<file path="src/rtl/updown_mod_counter_pkg.sv">
// Shared types and helpers for the up/down modulo counter.
// Direction encodings and the load clamp used by RTL and bench.
package updown_mod_counter_pkg;

  localparam logic DIR_UP   = 1'b1;
  localparam logic DIR_DOWN = 1'b0;

  // Pin value into [lo..hi]
  function automatic int unsigned clamp_val(
    input int unsigned value,
    input int unsigned lo,
    input int unsigned hi
  );
    if (value > hi) return hi;
    if (value < lo) return lo;
    return value;
  endfunction

endpackage

</file>
<file path="src/rtl/udc_next_val.sv">
// Next-count / terminal-count logic for updown_mod_counter.
// Ports: count_i, mode_i in; next_o, tc_o out (combinational).
module udc_next_val
  import updown_mod_counter_pkg::*;
#(
  parameter int WIDTH    = 4,
  parameter int MIN_VAL  = 0,
  parameter int MAX_VAL  = 7,
  parameter int SATURATE = 0
) (
  input  logic [WIDTH-1:0] count_i,
  input  logic             mode_i,
  output logic [WIDTH-1:0] next_o,
  output logic             tc_o
);

  localparam logic [WIDTH:0] LO = (WIDTH+1)'(MIN_VAL);
  localparam logic [WIDTH:0] HI = (WIDTH+1)'(MAX_VAL);
  localparam bit             SAT = (SATURATE != 0);

  // One extra bit so the +1 at 2**WIDTH-1 cannot alias
  logic [WIDTH:0] cnt_x;
  logic [WIDTH:0] step;

  assign cnt_x = {1'b0, count_i};

  always_comb begin
    step = cnt_x;
    tc_o = 1'b0;
    if (mode_i == DIR_UP) begin
      if (cnt_x >= HI) begin
        step = SAT ? HI : LO;
        tc_o = 1'b1;
      end else begin
        step = cnt_x + 1'b1;
      end
    end else begin
      if (cnt_x <= LO) begin
        step = SAT ? LO : HI;
        tc_o = 1'b1;
      end else begin
        step = cnt_x - 1'b1;
      end
    end
    next_o = step[WIDTH-1:0];
  end

  logic unused_step_msb;
  assign unused_step_msb = step[WIDTH];

endmodule

</file>
<file path="src/rtl/updown_mod_counter.sv">
// Up/down counter over [MIN_VAL..MAX_VAL], wrap or saturate, tc pulse.
// Ports: clk rst en mode load load_val -> data_out tc at_max at_min.
// Macro UDC_LOAD_EN enables the clamped parallel load.
module updown_mod_counter
  import updown_mod_counter_pkg::*;
#(
  parameter int WIDTH    = 4,
  parameter int MIN_VAL  = 0,
  parameter int MAX_VAL  = 7,
  parameter int SATURATE = 0
) (
  input  logic             clk,
  input  logic             rst,
  input  logic             en,
  input  logic             mode,
  input  logic             load,
  input  logic [WIDTH-1:0] load_val,
  output logic [WIDTH-1:0] data_out,
  output logic             tc,
  output logic             at_max,
  output logic             at_min
);

  generate
    if (!(MIN_VAL >= 0 && MIN_VAL < MAX_VAL &&
          MAX_VAL <= (2**WIDTH) - 1)) begin : g_bad
      $error("updown_mod_counter: bad bounds");
    end
  endgenerate

  logic [WIDTH-1:0] count_q, count_d;
  logic             tc_q, tc_d;
  logic [WIDTH-1:0] nxt_cnt;
  logic             nxt_tc;

  udc_next_val #(
    .WIDTH    (WIDTH),
    .MIN_VAL  (MIN_VAL),
    .MAX_VAL  (MAX_VAL),
    .SATURATE (SATURATE)
  ) u_next (
    .count_i (count_q),
    .mode_i  (mode),
    .next_o  (nxt_cnt),
    .tc_o    (nxt_tc)
  );

  always_comb begin
    count_d = count_q;
    tc_d    = 1'b0;
`ifdef UDC_LOAD_EN
    if (load) begin
      count_d = WIDTH'(clamp_val(32'(load_val),
                                 MIN_VAL, MAX_VAL));
    end else if (en) begin
      count_d = nxt_cnt;
      tc_d    = nxt_tc;
    end
`else
    if (en) begin
      count_d = nxt_cnt;
      tc_d    = nxt_tc;
    end
`endif
  end

`ifndef UDC_LOAD_EN
  logic unused_load;
  assign unused_load = ^{load, load_val};
`endif

  always_ff @(posedge clk) begin
    if (rst) begin
      count_q <= WIDTH'(MIN_VAL);
      tc_q    <= 1'b0;
    end else begin
      count_q <= count_d;
      tc_q    <= tc_d;
    end
  end

  assign data_out = count_q;
  assign tc       = tc_q;
  assign at_max   = (count_q == WIDTH'(MAX_VAL));
  assign at_min   = (count_q == WIDTH'(MIN_VAL));

endmodule

</file>
<file path="config.mk">
export PLATFORM = sky130hd
export DESIGN_NAME = updown_mod_counter
export DESIGN_NICKNAME = d
export VERILOG_FILES = /design/src/rtl/updown_mod_counter_pkg.sv /design/src/rtl/udc_next_val.sv /design/src/rtl/updown_mod_counter.sv
export SDC_FILE = /design/constraint.sdc
export NUM_CORES = 1
export LEC_CHECK = 0
export CELL_PAD_IN_SITES_DETAIL_PLACEMENT = 1
export CELL_PAD_IN_SITES_GLOBAL_PLACEMENT = 1
export CORE_MARGIN = 4
export CORE_UTILIZATION = 24
export DETAILED_ROUTE_END_ITERATION = 7
export PLACE_DENSITY_LB_ADDON = 0.05
export SYNTH_ARGS = -nofsm -noshare
export SYNTH_HDL_FRONTEND = slang
export SYNTH_SLANG_ARGS = --single-unit
</file>
<file path="constraint.sdc">
create_clock -name clk -period 1.18 [get_ports clk]
set_input_delay 0.177 -clock clk [delete_from_list [all_inputs] [get_ports clk]]
set_output_delay 0.177 -clock clk [all_outputs]
set_load 0.01 [all_outputs]
</file>
## Yosys cells after proc, flatten, opt, wreduce, memory -nomap -nowiden

Cells that the tools add are included.

- Flip-flop bits (word level): 5
- Input bits: 9
- Output and inout port bits: 7
- Logic and storage cells: 16

- Add/subtract/negate cells: 2
- Magnitude comparators: 2
- Equality and inequality tests: 1
- Mux-type cells: 6
- Bitwise logic cells: 1
- Reductions and logical operators: 2

Operators with widths:

| operator | count |
|---|---|
| 4-bit 2-to-1 mux | 3 |
| 4-bit by 1-bit adder with 4-bit output (second input constant) | 1 |
| 4-bit by 3-bit == test with 1-bit output (second input constant) | 1 |
| 4-bit by 3-bit greater-or-equal comparator with 1-bit output (second input constant) | 1 |
| 4-bit by 1-bit <= comparator with 1-bit output (second input constant) | 1 |
| 4-bit logical NOT | 1 |
| 4-bit by 1-bit subtractor with 4-bit output (second input constant) | 1 |
| 1-bit 2-to-1 mux | 3 |
| 2-bit OR reduction | 1 |
| 1-bit inverter | 1 |

## Logic depth before layout (Yosys ltp)

Gate-level depths: netlist of run 1.

- Word-level depth: 3
- Depth in mapped cells: 5
- Mapped depth without buffers: 5

## Cells and area by module

Synthesis of run 1 repeated with hierarchy kept, for this count alone.

- Cells, all modules: 42
- Area total of the unflattened synthesis: 375.4 µm²

Modules (own cells, without submodules):

| module | instances | cells each | area each (µm²) | sequential area each (µm²) |
|---|---|---|---|---|
| updown_mod_counter | 1 | 17 | 192.7 | 100.1 |
| udc_next_val | 1 | 25 | 182.7 | 0.0 |

## Worst setup path before layout of run 1

OpenSTA, ideal clock, no wires.

- Path type: register -> register
- Start: reg count_q[0], in the netlist data_out[0]
- End: reg tc_q, in the netlist tc
- Arrival time: 1260 ps
- Path slack: -184 ps
- Stages on the path, launching flop included: 6
- Buffers on the path: 0
- Period minus slack after synthesis: 1364 ps
- Path through: dfxtp_1 -> inv_1 -> ha_1 -> nor3b_4 -> nor2_1 -> a2111oi_2

- Word-level cells in the longest chain between the ends: 3
- Elaborated cells on any way between the ends: 5
- Classes of those cells: 2 x order compare; 3 x mux

Ends and longest elaborated chain:

| item | RTL line | text |
|---|---|---|
| start, declared | updown_mod_counter.sv:31 | `logic [WIDTH-1:0] count_q, count_d;` |
| start signal, assigned | updown_mod_counter.sv:74 | `count_q <= WIDTH'(MIN_VAL);` |
| start signal, assigned | updown_mod_counter.sv:77 | `count_q <= count_d;` |
| 4-bit by 1-bit <= comparator with 1-bit output or 4-bit by 3-bit greater-or-equal comparator with 1-bit output (tied branches) | udc_next_val.sv:38, udc_next_val.sv:31 |  |
| 1-bit 2-to-1 mux, on equally long branches | udc_next_val.sv:38, udc_next_val.sv:31 |  |
| 1-bit 2-to-1 mux (*) | udc_next_val.sv:30 | `if (mode_i == DIR_UP) begin` |
| end signal, assigned | updown_mod_counter.sv:78 | `tc_q <= tc_d;` |
| end, declared | updown_mod_counter.sv:32 | `logic tc_q, tc_d;` |

Every way passes the cells marked *; elsewhere a longest branch is shown, timed or not.
A chain may end at the register's enable or synchronous reset.

## Worst setup path after layout of run 1

- Start: reg count_q[0], in the netlist data_out[0]
- End: reg count_q[2], in the netlist data_out[2]

- Word-level cells in the longest chain between the ends: 3
- Elaborated cells on any way between the ends: 7
- Classes of those cells: 2 x add/sub; 2 x order compare; 3 x mux

Ends and longest elaborated chain:

| item | RTL line | text |
|---|---|---|
| 4-bit by 1-bit subtractor with 4-bit output (tied with other cells) | udc_next_val.sv:42 | `step = cnt_x - 1'b1;` |
| 4-bit 2-to-1 mux, on equally long branches | udc_next_val.sv:38, udc_next_val.sv:31 |  |
| 4-bit 2-to-1 mux (*) | udc_next_val.sv:30 |  |

Marks and branches as above.

==> metrics.yaml, run 1 <==
fin_tns_setup_ns: -0.625
synth_warnings: 0
maxCapViolCount: 0
dr.pass1.iters: 4
hp-class: "register to register"
dieArea_sq_um: 2080
synth.cell_area_sq_um: 340
clockBufferDepth: 2
dr.first_iter.drc_count: 3
end_kind: "register"
synth_top_area_share: 0.294
slew_viol_final: 0
gp_congestion: 0.796
drtAntennaViolNets: 0
io_buffers: 10
avgSynthCellArea_sq_um: 8.96
vias_per_cell: 5.00
grt_pass1_vias: 409
final_cell_area_sq_um: 629
slew_headroom: 0.817
status: "finished with violations"
place_hpwl_um: 915
fin_crit_sh: 1.11
area_delta_synth_final_pct: 84.9
p_leak_nw: 0.269
cts_max_level: 1
p_per_area_nw_per_um2: 1040
synth_top_cell_by_area: "dfxtp_1"
setup_ws_ns: -0.133
netlist_instances: 38
critical_path_arrival_ns: 1.44
clk_pin_slew_ns: 0.05
place_area_sq_um: 568
grt_overflow_total: 0
die_y_um: 45.7
root_buffer: "clkbuf_4"
crit_path_max_fanout: 4
final_cell_mix: "11 x buf_4, 4 x dfxtp_4, 4 x clkbuf_2"
hold-worst-slack_ns: 0.534
fmax_ghz: 0.762
synthTopCellsByArea: "dfxtp_1 29%, ha_1 7.4%, nor3b_4 5.5%"
wl_per_cell_um: 16.4
criticalPathCategory: "register to register"
die_w_um: 45.7
synth_cell_types: 20
synth-seq-cells: 5
diodes: 0
num_io_pins: 16
rsz0062_at_grt: "true"
fin_nets: 75
cts.sink_count: 5
coreArea_sq_um: 1320
route.detailed.drc: 0
violations: "negative setup slack"
grt_max_degree: 6
tritoncts: "done"
finalPower_uw: 656
grt.total_usage: 0.138
layout-drive-gt1-share: 0.603
skew_ns: 0.00570
start_util: 0.258
wirelength_um: 1280
cts-buffers-inserted: 3
ys_seq_area_frac: 0.294
cp-start-kind: "register"
row_count: 13
finalSetupViolCount: 6
grt_pass1_wl_um: 1990
required_ns: 1.30
synth_nets: 49
vias: 390
antenna_found_initial: 0
finalHoldViolations: 0
final_common_cell: "buf_4"
post-route-util: 0.478
layout_min_cycle_time_ns: 1.31
vdd_drop_max_v: 0.000331
insertion_delay_ns: 0.24
post_cts_buffers: 0
worst_pin_slew_ns: 0.274
worst max-delay path: stages, from the launching register on:
cell and delay [ns]:
dfxtp_4 0.38, inv_4 0.04, ha_4 0.15, buf_6 0.11, xor2_1 0.14, a221oi_2 0.27
nor3_1 0.10
metal layers:
layer	GRT usage	vias up	wire length (um)
met1	0.169	179	623
met4	0.0702	0	14
met2	0.217	17	581
li1	-	192	-
met3	0.0395	2	56
met5	0	-	0
cell type report:
cell class                 count  area, sq um
inverter                       4         20.0
sequential                     5          115
clock buffer                   4         26.3
fill                         161          688
timing repair buffer          22          169
multi-input combinational     28          280
tap                           15         18.8
cell families after synthesis:
| group | after synthesis | synth area share |
|---|---|---|
| AND/OR/NAND/NOR | 14 | 0.279 |
| AO/OA/AOI/OAI | 10 | 0.224 |
| buffers and inverters | 5 | 0.0772 |
| flip-flops | 5 | 0.294 |
| XOR/XNOR | 2 | 0.0515 |
| adder cells (fa/ha/maj) | 2 | 0.0735 |
path summary, 6_finish.rpt:
path / from / end / slack (ns) / depth (start not counted)
worst max-delay path: data_out[0]$_SDFFE_PP0P_ / data_out[2]$_SDFFE_PP0P_ / -0.13 / 6
worst min-delay path: data_out[0]$_SDFFE_PP0P_ / data_out[0]$_SDFFE_PP0P_ / 0.53 / 2
worst max register to register: data_out[0]$_SDFFE_PP0P_ / data_out[2]$_SDFFE_PP0P_ / -0.13 / 6
worst min register to register: data_out[0]$_SDFFE_PP0P_ / data_out[0]$_SDFFE_PP0P_ / 0.53 / 2
flip-flops by register name (all words and copies together), names as in the netlist:
register,flops
data_out,4
tc,1
report_power, final:
part / switching [mW] / internal [mW] / total (mW)
Clock: 0.0785 / 0.128 / 0.207
Sequential: 0.0232 / 0.183 / 0.206
Combinational: 0.114 / 0.129 / 0.243
metrics by stage:
stage               setup slack (ns)  std cells
floorplan                    -0.0481         38
global placement              -0.291         74
detailed placement            -0.299         74
CTS                           -0.135         78
global route                  -0.201         78
finish                        -0.133         78
timing repair:
| action | in CTS | in global routing |
|---|---|---|
| hold buffers | 0 | 0 |
| pin swaps | 3 | 3 |
| gates resized for setup | 27 | 7 |
| endpoints found under the setup margin | 11 | 11 |
synthesized netlist by cell type:
cell type,n
ha_1,2
and3b_2,1
a221oi_1,1
a2111oi_2,1
nor3b_4,1
and4bb_1,1
and2b_2,1
a211oi_1,1
inv_1,4
a21oi_1,1
a31oi_1,2
nor2_1,4
xor2_1,2
nor3_1,3
buf_6,1
dfxtp_1,5
nand2_1,2
o21ai_0,2
a311oi_1,2
nand3b_1,1
Note: power is estimated with default switching activity, not from simulation.
==> run 2, diff against run 1 <==
- ABC_CLOCK_PERIOD_IN_PS: default -> 1180
==> results of run 2 <==
The final DEF is identical to that of run 1; final timing and power are the same.
